===== src/rtl/seg7_scan_driver.sv =====
// -----------------------------------------------------------------------------
// seg7_scan_driver
//
// Time-multiplexed 8-digit 7-segment display driver.
//
// The 32-bit hex value (nibble i -> digit i) and the per-digit decimal-point
// mask are copied into a shadow register once per frame, at the last cycle of
// digit 7's slot. Changes in between therefore never tear a frame.
//
// Each digit owns a slot of SCAN_DIV clock cycles. The first BLANK_CYC cycles
// of every slot drive all anodes off. This gives the previous digit's segments
// time to discharge before the next anode turns on, which prevents ghosting.
//
// All display outputs are registered. They show the scan position and shadow
// contents of the previous cycle, so there is one cycle of latency.
//
// Build option:
//   SEG7_LZB_EN  - leading-zero blanking. Digit i (i >= 1) stays dark when
//                  nibbles i..7 of the shadow value are all zero and its
//                  decimal point is off. Digit 0 is always lit.
//                  When the macro is undefined, every digit is lit, so
//                  leading zeros are shown as "0".
//
// Observability:
//   There is no FSM. The scan position is the pair (cnt_q, idx_q):
//     cnt_q - cycle within the current digit slot, 0..SCAN_DIV-1
//     idx_q - digit currently being scanned, 0..7
//
// Handshake:
//   frame_tick is a strobe with no ready. It is high for exactly one cycle,
//   the cycle right after a new frame value has been latched.
// -----------------------------------------------------------------------------
module seg7_scan_driver #(
    parameter int SCAN_DIV  = 100000,
    parameter int BLANK_CYC = 1000
) (
    input  logic        clk,
    input  logic        rst,
    input  logic [31:0] seg_data,
    input  logic [7:0]  dp_mask,
    output logic [7:0]  an_n,
    output logic [6:0]  seg_n,
    output logic        dp_n,
    output logic        frame_tick
);

    // ------------------------------------------------------------------------
    // Derived constants
    // ------------------------------------------------------------------------
    localparam int              CNT_W    = (SCAN_DIV >= 2) ? $clog2(SCAN_DIV) : 1;
    localparam logic [CNT_W-1:0] CNT_LAST = CNT_W'(SCAN_DIV - 1);
    localparam logic [CNT_W-1:0] BLANK_V  = CNT_W'(BLANK_CYC);

    // Values driven while a digit is dark
    localparam logic [7:0] AN_OFF  = 8'hFF;
    localparam logic [6:0] SEG_OFF = 7'h7F;

    // ------------------------------------------------------------------------
    // Parameter sanity checks. These are reported at elaboration; there is
    // no hardware checking.
    // ------------------------------------------------------------------------
    generate
        if (SCAN_DIV < 2) begin : g_chk_scan_div
            $error("seg7_scan_driver: SCAN_DIV (%0d) must be >= 2", SCAN_DIV);
        end
        if ((BLANK_CYC < 0) || (BLANK_CYC >= SCAN_DIV)) begin : g_chk_blank_cyc
            $error("seg7_scan_driver: BLANK_CYC (%0d) must be in 0..SCAN_DIV-1", BLANK_CYC);
        end
    endgenerate

    // ------------------------------------------------------------------------
    // Hex nibble to active-low segments, bit order {g,f,e,d,c,b,a}
    // ------------------------------------------------------------------------
    function automatic logic [6:0] hex_to_seg(input logic [3:0] v);
        logic [6:0] s;
        case (v)
            4'h0:    s = 7'h40;
            4'h1:    s = 7'h79;
            4'h2:    s = 7'h24;
            4'h3:    s = 7'h30;
            4'h4:    s = 7'h19;
            4'h5:    s = 7'h12;
            4'h6:    s = 7'h02;
            4'h7:    s = 7'h78;
            4'h8:    s = 7'h00;
            4'h9:    s = 7'h10;
            4'hA:    s = 7'h08;
            4'hB:    s = 7'h03;
            4'hC:    s = 7'h46;
            4'hD:    s = 7'h21;
            4'hE:    s = 7'h06;
            default: s = 7'h0E;
        endcase
        return s;
    endfunction

    // ------------------------------------------------------------------------
    // State
    // ------------------------------------------------------------------------
    logic [CNT_W-1:0] cnt_q,         cnt_d;
    logic [2:0]       idx_q,         idx_d;
    logic [31:0]      shadow_data_q, shadow_data_d;
    logic [7:0]       shadow_dp_q,   shadow_dp_d;
    logic             frame_tick_q,  frame_tick_d;
    logic [7:0]       an_q,          an_d;
    logic [6:0]       seg_q,         seg_d;
    logic             dp_q,          dp_d;

    logic             slot_end;
    logic             frame_end;
    logic             blank_slot;
    logic             lzb_blank;
    logic [3:0]       cur_nib;

    // ------------------------------------------------------------------------
    // Scan position: cnt walks through one slot, idx advances when it wraps
    // ------------------------------------------------------------------------
    always_comb begin
        slot_end  = (cnt_q == CNT_LAST);
        frame_end = slot_end && (idx_q == 3'd7);
        cnt_d     = slot_end ? '0 : cnt_q + CNT_W'(1);
        idx_d     = slot_end ? idx_q + 3'd1 : idx_q;
    end

    // Scan counter registers; reset restarts the scan at digit 0
    always_ff @(posedge clk) begin
        if (rst) begin
            cnt_q <= '0;
            idx_q <= '0;
        end else begin
            cnt_q <= cnt_d;
            idx_q <= idx_d;
        end
    end

    // ------------------------------------------------------------------------
    // Frame latch: capture the inputs only on the last cycle of a frame
    // ------------------------------------------------------------------------
    always_comb begin
        shadow_data_d = shadow_data_q;
        shadow_dp_d   = shadow_dp_q;
        frame_tick_d  = frame_end;
        if (frame_end) begin
            shadow_data_d = seg_data;
            shadow_dp_d   = dp_mask;
        end
    end

    // Shadow registers and frame strobe; the first frame after reset shows zero
    always_ff @(posedge clk) begin
        if (rst) begin
            shadow_data_q <= '0;
            shadow_dp_q   <= '0;
            frame_tick_q  <= 1'b0;
        end else begin
            shadow_data_q <= shadow_data_d;
            shadow_dp_q   <= shadow_dp_d;
            frame_tick_q  <= frame_tick_d;
        end
    end

    // ------------------------------------------------------------------------
    // Anti-ghosting gap at the start of each slot. With BLANK_CYC = 0 there
    // is no gap, so no comparison is built.
    // ------------------------------------------------------------------------
    generate
        if (BLANK_CYC == 0) begin : g_no_blank
            assign blank_slot = 1'b0;
        end else begin : g_blank
            assign blank_slot = (cnt_q < BLANK_V);
        end
    endgenerate

    // Nibble belonging to the digit currently being scanned
    assign cur_nib = shadow_data_q[{idx_q, 2'b00} +: 4];

    // ------------------------------------------------------------------------
    // Leading-zero blanking
    // ------------------------------------------------------------------------
`ifdef SEG7_LZB_EN
    logic [7:0] nz_above;

    // nz_above[i] is set when any nibble i..7 of the shadow value is non-zero
    always_comb begin
        nz_above = '0;
        for (int i = 0; i < 8; i++) begin
            nz_above[i] = |(shadow_data_q >> (4 * i));
        end
    end

    assign lzb_blank = (idx_q != 3'd0) && !nz_above[idx_q] && !shadow_dp_q[idx_q];
`else
    assign lzb_blank = 1'b0;
`endif

    // ------------------------------------------------------------------------
    // Next display value for the current scan position
    // ------------------------------------------------------------------------
    always_comb begin
        an_d  = AN_OFF;
        seg_d = SEG_OFF;
        dp_d  = 1'b1;
        if (!blank_slot && !lzb_blank) begin
            an_d  = ~(8'h01 << idx_q);
            seg_d = hex_to_seg(cur_nib);
            dp_d  = ~shadow_dp_q[idx_q];
        end
    end

    // Registered outputs; reset turns the display fully dark
    always_ff @(posedge clk) begin
        if (rst) begin
            an_q  <= AN_OFF;
            seg_q <= SEG_OFF;
            dp_q  <= 1'b1;
        end else begin
            an_q  <= an_d;
            seg_q <= seg_d;
            dp_q  <= dp_d;
        end
    end

    assign an_n       = an_q;
    assign seg_n      = seg_q;
    assign dp_n       = dp_q;
    assign frame_tick = frame_tick_q;

endmodule


===== config.mk =====
export PLATFORM = sky130hd
export DESIGN_NAME = seg7_scan_driver
export DESIGN_NICKNAME = d
export VERILOG_FILES = /design/src/rtl/seg7_scan_driver.sv
export SDC_FILE = /design/constraint.sdc
export NUM_CORES = 1
export LEC_CHECK = 0
export ABC_AREA = 0
export ABC_CLOCK_PERIOD_IN_PS = 3280
export CAP_MARGIN = 20
export CORE_ASPECT_RATIO = 0.8
export CORE_MARGIN = 5
export CORE_UTILIZATION = 40
export DETAILED_ROUTE_END_ITERATION = 6
export PLACE_DENSITY = 0.67
export SLEW_MARGIN = 20
export SYNTH_ARGS = -nofsm -noshare
export SYNTH_HDL_FRONTEND = slang
export SYNTH_SLANG_ARGS = --single-unit
export TNS_END_PERCENT = 1

===== constraint.sdc =====
create_clock -name clk -period 3.28 [get_ports clk]
set_clock_uncertainty 0.15 [all_clocks]
set_input_delay 0.82 -clock clk [delete_from_list [all_inputs] [get_ports clk]]
set_output_delay 0.82 -clock clk [all_outputs]
set_load 0.01 [all_outputs]

==> impl_metrics.yaml <==
die:
  start_util: 0.407
  dieArea_um2: 11100
  coreArea_um2: 8960
  io-pin-count: 59
  rows: 31
  die_h_um: 95.4
  die_x_um: 117
sta:
  relSlewSlack: 0.560
  final_max_slew_viol_count: 0
  hold_ws_ns: 0.307
  worstMarginPinSlew_ns: 0.659
  period_share: 0.792
  setup-violations-final: 0
  min_period_ns: 2.60
  final_hold_viol_count: 0
  timing.setup.tns_ns: 0
  timing.fmax_ghz: 0.385
  rsz0062_at_grt: "no"
cts:
  cts_tree: "done"
  cts.path.max_buffers: 2
  clock_sinks: 77
  clk_latency_ns: 0.33
  clockRootBuffer: "clkbuf_16"
  postCtsSetupBuffers: 0
  clkSlewWorstSetupHoldPaths_ns: 0.06
  cts_resized: 0
  postCtsHoldBufs: 0
  numCtsBuffers: 9
  h-tree-depth: 3
placement:
  placed_cells: 534
  dp_hpwl_mm: 5.53
  port_buffers: 58
  postPlaceCellArea_um2: 4230
  gp_congestion: 0.869
critical_path:
  endpoint_kind: "register"
  cp.required_ns: 3.39
  cp_slowest_stage_delay_ns: 0.67
  path_buf_inv: 1
  critPathMaxFanout: 10
  cpMaxStageDelayCell: "dfxtp_1"
  worst_ep_arrival_time_ns: 2.71
  worst-setup-path-type: "register to register"
  worst_setup_path_start_kind: "register"
  path_cells: "mux4_2, mux2_2, inv_1, ha_1, nor3_1, a21oi_1, a31oi_1"
  crit_family: "multiplexers"
detailed_routing:
  drc: 0
  viasPerCell: 4.98
  drtIter0Drc: 149
  vias: 2738
  wirelength_mm: 7.64
  dr.pass1.iters: 4
  wl_per_cell_um: 13.9
  ant_nets: 0
job:
  drv_cap: 0
hold_path:
  hold_path_class: "register to register"
cells_and_area:
  final_nets: 484
  layout_common_cells: "dfxtp_1, nand2_1, clkdlybuf4s50_1"
  final_common_cell: "dfxtp_1"
  syn_to_final_growth_pct: 25.5
  stdcell_count: 550
  drive_gt1_frac: 0.271
  antennaDiodeCount: 0
  final_area_um2: 4570
grt:
  grt_use_total: 0.150
  grt_pass1_wl_mm: 13.1
  overflow: 0
  antenna_found_initial: 0
  grt_max_degree: 41
  grt_pass1_vias: 2720
logic_synthesis:
  synth_fp_nets: 432
  seq_area_frac_synth: 0.423
  netlist_area_um2: 3640
  ys_warn_count: 0
  synth.distinct_cells: 48
  yosys_register_bits: 77
  avgSynthCellArea_um2: 9.64
  synthCells: 378
power_and_ir_drop:
  power_density_nw_per_um2: 468
  peakVddDrop_mv: 0.286
  leakage_uw: 0.00153
  power_uw: 2140
status:
  status: "completed"
[kinds of logic (layout without fill, tap and decap cells)]
family,Yosys count,count (layout),synth area share
xor+xnor,15,15,0.0361
buf+inv,32,89,0.0570
mux,17,17,0.0752
simple gates,161,161,0.226
fa+ha+maj,12,12,0.0412
compound gates,64,64,0.141
flops,77,77,0.423
[worst register-to-register path: stages, from the launching register on]
cell and delay [ns]:
dfxtp_1 0.67, mux4_2 0.58, mux2_2 0.33, inv_1 0.12, ha_1 0.25, nor3_1 0.20, a21oi_1 0.07, a31oi_1 0.17
[final timing paths]
path	from	to	slack, ns	depth (start not counted)
max	idx_q[0]	seg_n[3]	0.68	7
min	shadow_data_q[6]	shadow_data_q[6]	0.31	2
max reg2reg	idx_q[0]	seg_n[3]	0.68	7
min reg2reg	shadow_data_q[6]	shadow_data_q[6]	0.31	2
[layout make-up]
| type | count | area [µm²] |
|---|---|---|
| clock inverters | 6 | 111 |
| repair buffers | 63 | 613 |
| flip-flops and latches | 77 | 1540 |
| clock buffers | 10 | 229 |
| fillers | 822 | 4390 |
| multi-input cells | 269 | 1890 |
| inverters | 10 | 37.5 |
| well taps | 115 | 144 |
[per-layer routing]
| layer | wire length (µm) | track usage | vias to the layer above |
|---|---|---|---|
| met2 | 3410 | 0.223 | 68 |
| li1 | - | - | 1382 |
| met4 | 119 | 0.0478 | 0 |
| met3 | 447 | 0.0451 | 12 |
| met5 | 0 | 0 | - |
| met1 | 3660 | 0.209 | 1276 |
[synthesized netlist by cell type, drive strengths merged]
library cell	count	area share
xor2	4	0.0096
nor2b	2	0.0034
o221ai	4	0.0096
clkbuf	11	0.011
o2111ai	1	0.0024
nand4b	1	0.0024
a22oi	1	0.0021
o21ai	4	0.0055
nor4b	1	0.0024
and2	2	0.0041
o22ai	1	0.0017
mux2i	6	0.016
or3	2	0.0034
mux4	8	0.049
xnor2	11	0.026
buf	11	0.035
or4	1	0.0031
mux2	3	0.0093
a211o	1	0.0024
o22a	1	0.0024
a31oi	1	0.0017
or4bb	1	0.0031
a22o	1	0.0024
and3	3	0.0055
nor4	4	0.011
a211oi	1	0.0021
nand2	98	0.13
inv	10	0.010
nand4	2	0.0052
or2	1	0.0017
nor3	3	0.0041
a21oi	46	0.10
nor4bb	1	0.0027
nand3	12	0.016
dfxtp	77	0.42
o211ai	2	0.0041
nand2b	2	0.0034
ha	12	0.041
nor2	25	0.026
[metrics by stage]
step            util  setup WS (ns)
2_1_floorplan      -          0.875
3_5_place_dp   0.472          0.669
3_3_place_gp   0.472          0.742
6_report       0.510          0.682
4_1_cts        0.510          0.646
5_1_grt        0.510          0.453
[sequential cells by signal, indices dropped and copies added (netlist names)]
name           flops
shadow_data_q     32
cnt_q             17
an_n               8
shadow_dp_q        8
seg_n              7
idx_q              3
dp_n               1
frame_tick         1
[power breakdown]
group	switching, µW	internal, µW
Clock	376	743
Sequential	3.22	939
Combinational	30.6	48.0
Total	410	1730
No activity file was read; power rests on OpenSTA's default activity.
